[src/rtl/safety_fault_responder.sv]
// rtl/safety_fault_responder.sv - per-axis amplifier enable sequencer with fault latch and DAC ramp-down
// Optional controlled ramp to zero current on fault: define SAFETY_RAMP_EN.
module safety_fault_responder #(
    parameter logic [15:0] SETTLE_CYCLES = 16'd1000,
    parameter logic [15:0] RAMP_STEP     = 16'h0100,
    parameter logic [15:0] RAMP_DIV      = 16'd64
) (
    input  logic        clk,
    input  logic        reset,
    input  logic        fault_in,
    input  logic [15:0] dac_cmd_in,
    input  logic        enable_req,
    input  logic        clear_req,
    output logic [15:0] dac_out,
    output logic        amp_enable,
    output logic        fault_latched,
    output logic [2:0]  state_out,
    output logic [7:0]  fault_count
);

    typedef enum logic [2:0] {
        IDLE   = 3'd0,
        SETTLE = 3'd1,
        RUN    = 3'd2,
        RAMP   = 3'd3,
        FAULT  = 3'd4
    } state_t;

    localparam logic [15:0] DAC_ZERO = 16'h8000;

    state_t      state, state_nxt;
    logic [15:0] dac_nxt;
    logic [15:0] settle_cnt, settle_cnt_nxt;
    logic [7:0]  fault_count_nxt;
    logic        fault_entry;

`ifdef SAFETY_RAMP_EN
    logic [15:0] ramp_cnt, ramp_cnt_nxt;
    logic [15:0] ramp_target;

    // Clamp to zero current when the remaining distance fits in one step, so the ramp never overshoots.
    always_comb begin
        ramp_target = dac_out;
        if (dac_out > DAC_ZERO)
            ramp_target = ((dac_out - DAC_ZERO) <= RAMP_STEP) ? DAC_ZERO : (dac_out - RAMP_STEP);
        else if (dac_out < DAC_ZERO)
            ramp_target = ((DAC_ZERO - dac_out) <= RAMP_STEP) ? DAC_ZERO : (dac_out + RAMP_STEP);
    end
`else
    logic [31:0] unused_ramp_params;
    assign unused_ramp_params = {RAMP_STEP, RAMP_DIV};
`endif

    always_comb begin
        state_nxt      = state;
        dac_nxt        = dac_out;
        settle_cnt_nxt = settle_cnt;
        fault_entry    = 1'b0;
`ifdef SAFETY_RAMP_EN
        ramp_cnt_nxt   = ramp_cnt;
`endif
        case (state)
            IDLE: begin
                dac_nxt = DAC_ZERO;
                if (enable_req && !fault_in) begin
                    state_nxt      = SETTLE;
                    settle_cnt_nxt = '0;
                end
            end
            SETTLE: begin
                dac_nxt = DAC_ZERO;
                if (fault_in)
                    fault_entry = 1'b1;
                else if (!enable_req)
                    state_nxt = IDLE;
                else if (({1'b0, settle_cnt} + 17'd1) >= {1'b0, SETTLE_CYCLES}) begin
                    state_nxt = RUN;
                    dac_nxt   = dac_cmd_in;
                end else
                    settle_cnt_nxt = settle_cnt + 16'd1;
            end
            RUN: begin
                if (fault_in)
                    fault_entry = 1'b1;
                else if (!enable_req) begin
                    state_nxt = IDLE;
                    dac_nxt   = DAC_ZERO;
                end else
                    dac_nxt = dac_cmd_in;
            end
`ifdef SAFETY_RAMP_EN
            RAMP: begin
                if (dac_out == DAC_ZERO)
                    state_nxt = FAULT;
                else if (ramp_cnt >= (RAMP_DIV - 16'd1)) begin
                    ramp_cnt_nxt = '0;
                    dac_nxt      = ramp_target;
                end else
                    ramp_cnt_nxt = ramp_cnt + 16'd1;
            end
`endif
            FAULT: begin
                dac_nxt = DAC_ZERO;
                if (clear_req && !fault_in)
                    state_nxt = IDLE;
            end
            default: begin
                state_nxt = IDLE;
                dac_nxt   = DAC_ZERO;
            end
        endcase

        // Fault entry holds the last command so the ramp starts from where the amplifier actually is.
        if (fault_entry) begin
`ifdef SAFETY_RAMP_EN
            state_nxt    = RAMP;
            ramp_cnt_nxt = '0;
            dac_nxt      = dac_out;
`else
            state_nxt    = FAULT;
            dac_nxt      = DAC_ZERO;
`endif
        end

        fault_count_nxt = (fault_entry && (fault_count != 8'hFF)) ? (fault_count + 8'd1) : fault_count;
    end

    always_ff @(posedge clk or negedge reset) begin
        if (!reset) begin
            state         <= IDLE;
            dac_out       <= DAC_ZERO;
            amp_enable    <= 1'b0;
            fault_latched <= 1'b0;
            fault_count   <= '0;
            settle_cnt    <= '0;
`ifdef SAFETY_RAMP_EN
            ramp_cnt      <= '0;
`endif
        end else begin
            state         <= state_nxt;
            dac_out       <= dac_nxt;
            amp_enable    <= (state_nxt == SETTLE) || (state_nxt == RUN) || (state_nxt == RAMP);
            fault_latched <= (state_nxt == RAMP) || (state_nxt == FAULT);
            fault_count   <= fault_count_nxt;
            settle_cnt    <= settle_cnt_nxt;
`ifdef SAFETY_RAMP_EN
            ramp_cnt      <= ramp_cnt_nxt;
`endif
        end
    end

    assign state_out = state;

endmodule

[config.mk]
export PLATFORM = sky130hd
export DESIGN_NAME = safety_fault_responder
export DESIGN_NICKNAME = d
export VERILOG_FILES = /design/src/rtl/safety_fault_responder.sv
export SDC_FILE = /design/constraint.sdc
export NUM_CORES = 1
export LEC_CHECK = 0
export CORE_AREA = 2 2 83 77
export DETAILED_ROUTE_END_ITERATION = 10
export DIE_AREA = 0 0 85 79
export PLACE_DENSITY = 0.67
export SETUP_SLACK_MARGIN = 0.2
export SYNTH_ARGS = -nofsm -noshare
export SYNTH_HDL_FRONTEND = slang
export SYNTH_SLANG_ARGS = --single-unit
[constraint.sdc]
create_clock -name clk -period 2.3 [get_ports clk]
set_clock_uncertainty 0.2 [all_clocks]
set_input_delay 0.46 -clock clk [delete_from_list [all_inputs] [get_ports clk]]
set_output_delay 0.46 -clock clk [all_outputs]
set_load 0.02 [all_outputs]
# After elaboration in Yosys (flattened, before gate mapping)
# Index checks and enable logic that the tools add are counted.
[totals]
word_cells = 57
regBits = 45
[op_classes]
n_mux = 23
n_eq_ne = 13
reduce_logical = 11
n_addsub = 3
n_lt_le_gt_ge = 1
[ops]
columns = ["operator", "count"]
rows = [
  ["16-bit two-way mux", 10],
  ["16-bit case mux with 2 select lines", 2],
  ["3-bit two-way mux", 8],
  ["16-bit by 1-bit adder with 17-bit output (second input constant)", 1],
  ["17-bit by 10-bit >= comparator with 1-bit output (second input constant)", 1],
  ["16-bit by 1-bit adder with 16-bit output (second input constant)", 1],
  ["3-bit case mux with 4 select lines", 1],
  ["3-bit by 2-bit equality test with 1-bit output (second input constant)", 3],
  ["8-bit by 1-bit adder with 8-bit output (second input constant)", 1],
  ["2-bit inequality test (second input constant)", 4],
  ["8-bit inequality test (second input constant)", 1],
  ["3-bit by 1-bit equality test with 1-bit output (second input constant)", 2],
  ["3-bit equality test (second input constant)", 2],
  ["5-bit AND reduction", 1],
  ["1-bit logical AND", 3],
  ["3-bit zero test", 1],
  ["1-bit logical OR", 3],
  ["3-bit inequality test (second input constant)", 1],
  ["1-bit two-way mux", 2],
  ["2-bit nonzero test", 1],
  ["2-bit OR reduction", 1],
  ["1-bit zero test", 1],
]

# Depth between registers and ports, before layout
[depth]
depth_word = 10
depth_mapped = 9

# Worst setup path before layout
# No wires, ideal clock.
[synth_path]
path_kind = "flip-flop to flip-flop"
from = "reg settle_cnt[0]"
to = "reg settle_cnt[5]"
stages_incl_launch_ff = 9
n_path_buf = 1
synth_period_minus_slack_ns = 2.518
setup_slack_ns = -0.218
arrival_time_ns = 2.226
path_cell_list = "dfrtp_1 > ha_1 > nand3_2 > nor4_1 > mux2i_1 > nand4_2 > or4_4 > buf_6 > o31ai_2"
[synth_via]
elab_chain_len = 5
word_cells_on_any_way = 9
cone_classes = "add/sub (2); order compare (1); eq/ne (1); mux (4); reduce/logical (1)"
[synth_rtl]
columns = ["item", "line_no", "source"]
rows = [
  ["start: declaration", "33", "logic [15:0] settle_cnt, settle_cnt_nxt;"],
  ["start signal: assignment", "145", "settle_cnt <= settle_cnt_nxt;"],
  ["parallel branches: the longest is 5 deep, another holds 16-bit by 1-bit adder with 17-bit output", "-", ""],
]
# Several ways; the timed one is not identified. The select of a mux whose other input is x is not followed.
# A chain may end at the register's enable or synchronous reset.

# Final worst setup path
[layout_path]
from = "reg settle_cnt[3]"
to = "reg settle_cnt[9]"
# The elaborated chain is that of the path after synthesis.

==> impl_metrics.csv <==
group,metric,value,unit
outcome,status,"complete, but fails checks",
outcome,violations,"negative setup slack",
cells_and_area,regArea,1140,sq um
place,gp_congestion,0.904,
clocking,cts_tree,"yes",
yosys,synth_top_area_share,48.4,%
clocking,cts_buffers,5,
run,drv_cap,0,
yosys,synth-simple-area-share,19.9,%
route,drt-wirelength-per-cell,14.9,microns
timing,fin_crit,2.46,ns
power_and_ir_drop,peakVddDrop,0.668,mV
yosys,syn_avg_cell_area,10.7,sq um
floorplan,rows,27,
floorplan,ios,50,
clocking,clk_path_buf_depth,2,
yosys,synth_top_family_by_area,"simple AND/OR/NAND/NOR gates",
cells_and_area,n_antenna_cell,0,
critical_path,crit_fanout,8,
yosys,synthAdderAreaFrac,1.65,%
cells_and_area,fillers,483,
grt,grt_pass1_vias,1942,
floorplan,fp.dieH,79,microns
cells_and_area,stdcell_count,378,
grt,antenna_found_initial,0,
timing,tns,-2.11,ns
floorplan,die_w,85,microns
place,portBuffers,49,
yosys,async_flop_share,100,%
floorplan,dieArea,6720,sq um
yosys,ys.flop_type,"dfrtp_1",
route,ant_nets,0,
clocking,cts.clk_slew.worst_paths,0.09,ns
critical_path,arrival,2.47,ns
floorplan,start_util,38.5,%
timing,slew_headroom,71.2,%
clocking,cts_sinks,45,
yosys,synth-compound-area-share,18.8,%
route,dr.pass1.iters,4,
yosys,muxShareOfSynthArea,2.31,%
yosys,syn_inst,213,
cells_and_area,area_growth,53.5,%
yosys,ys_types,50,
timing,min_period_over_period,107,%
floorplan,core-area,5910,sq um
place,dp_cells,362,
yosys,synth_nets,237,
route,wl,5620,microns
timing,final_hold_viol_count,0,
grt,grt_pass1_wl,9400,microns
timing,slew_violations,0,
critical_path,required,2.31,ns
yosys,synth-xor-area-share,3.85,%
timing,setup_violations,31,
timing,fmax,406,MHz
route,vias_per_cell,5.27,
timing,fin_ws,-0.163,ns
cells_and_area,multi_input_area,1240,sq um
hold_path,hold_class,"flip-flop to flip-flop",
cells_and_area,drive_gt1_share,35.9,%
grt,overflow,0,
clocking,clock_latency,0.31,ns
critical_path,endpoint_kind,"flip-flop",
yosys,syn_area,2270,sq um
yosys,synth_edf_count,0,
yosys,yosys.area.top_type,"dfrtp_1",
yosys,synth_area_leaders,"dfrtp_1 48%, a21oi_1 4.6%, nand2_1 4.1%",
timing,rsz0062_at_grt,"true",
timing,tightestPinTransition,0.432,ns
clocking,htreeDepth,2,
power_and_ir_drop,powerDensity,655,nW/um^2
yosys,ys_warn_count,0,
route,via_count,1993,
power_and_ir_drop,p_leak,1.48,nW
grt,grt_max_degree,46,
cells_and_area,final_core_util,59.1,%
grt,track_usage,17.3,%
critical_path,critical_path_class,"flip-flop to flip-flop",
route,drc_errors,0,
critical_path,cp-start-kind,"flip-flop",
clocking,cts-root-buf,"clkbuf_8",
route,drtIter0Drc,91,
place,dp_hpwl,3960,microns
cells_and_area,nets,329,
yosys,yosysSeqAreaShare,49.6,%
yosys,ys_seq_elements,45,
-- power breakdown --
part	switching, W	internal [W]	leakage (nW)	total (W)
Sequential	0.000113	0.000878	0.601	0.000991
Clock	0.000290	0.000331	0.0591	0.000621
Combinational	0.000317	0.000357	0.820	0.000674
Total	0.000720	0.00157	1.48	0.00229
-- registers in the layout (all words and copies together) (netlist names) --
| register | flops |
|---|---|
| amp_enable | 1 |
| dac_out | 16 |
| fault_count | 8 |
| fault_latched | 1 |
| settle_cnt | 16 |
| state_out | 3 |
-- per-stage QoR --
stage	hold slack [ns]	area, sq um	total power [W]	setup slack (ns)
CTS	0.308	3420	0.00227	-0.146
global route	0.331	3490	0.00242	-0.266
floorplan	-0.0356	2410	0.00132	-0.0586
global placement	0.256	3220	0.00163	-0.117
finish	0.298	3490	0.00229	-0.163
detailed placement	0.263	3220	0.00164	-0.180
-- layout by cell type (no fill, tap or decap), types with 5 or more instances in the layout --
master           instances
clkbuf_8                 5
nand2_1                 25
nand3_1                  7
o31ai_2                  6
a21oi_2                 10
dfrtp_1                 36
nand2b_1                 6
clkdlybuf4s50_1         42
a21o_1                   5
buf_4                   44
dfrtp_2                  8
and3_1                   7
a21oi_1                 11
xnor2_1                  6
-- cells in the mapped netlist, types with 4 or more instances --
library cell,instances
dfrtp_1,44
nand2_1,25
a21oi_1,21
and3_1,9
nand3_1,7
nand2b_1,6
xnor2_1,6
a21o_1,5
clkbuf_1,5
nor2_1,5
o311ai_1,5
o31ai_1,5
buf_4,4
nor3b_1,4
xor2_1,4
-- layer usage --
| layer | track usage, % | share of wire [%] |
|---|---|---|
| met5 | 0 | 0 |
| met4 | 6.03 | 1.0 |
| met1 | 23.7 | 46 |
| met3 | 3.33 | 3.7 |
| met2 | 27.3 | 49 |
-- critical path, stage by stage, from the launching register on --
cell	delay [ns]
dfrtp_2	0.47
buf_4	0.17
nand4b_1	0.10
o221ai_2	0.12
o311ai_4	0.35
nor2_4	0.09
or4_4	0.59
o31ai_2	0.28
-- logic make-up (layout without fill, tap and decap cells) --
logic type                 count (synthesis)  count (layout)
muxes                                      5               5
DFF                                       45              45
and+or+nand+nor                           79              79
adders and majority gates                  3               3
xor gates and xnor gates                  10              10
AOI/OAI and AO/OA                         56              56
buffers and inverters                     15             108
-- what timing repair did --
item,4_1_cts,5_1_grt
buffers inserted,3,4
endpoints found under the hold margin,44,0
pin swaps,2,2
hold buffers,1,0
endpoints found under the setup margin,36,36
cloned,0,0
gates resized for setup,14,10
-- path summary, 6_finish.rpt --
check | startpoint | to | slack [ns] | depth (start not counted)
worst min register to register | fault_count[7] | fault_count[7] | 0.30 | 1
worst min-delay path | fault_count[7] | fault_count[7] | 0.30 | 1
min in group asynchronous | reset | dac_out[8] | 0.45 | 3
worst max register to register | settle_cnt[3] | settle_cnt[9] | -0.16 | 7
worst max-delay path | settle_cnt[3] | settle_cnt[9] | -0.16 | 7
max in group asynchronous | reset | dac_out[15] | 1.18 | 3
-- area by class of cell --
| type | instances | area share (%) |
|---|---|---|
| multi-input cells | 153 | 35.5 |
| inverters | 1 | 0.107 |
| clock buffers | 5 | 1.97 |
| repair buffers | 99 | 25.9 |
| clock inverters | 3 | 1.36 |
| well taps | 72 | 2.58 |
| flip-flops and latches | 45 | 32.6 |
Note: power is estimated with default switching activity, not from simulation.
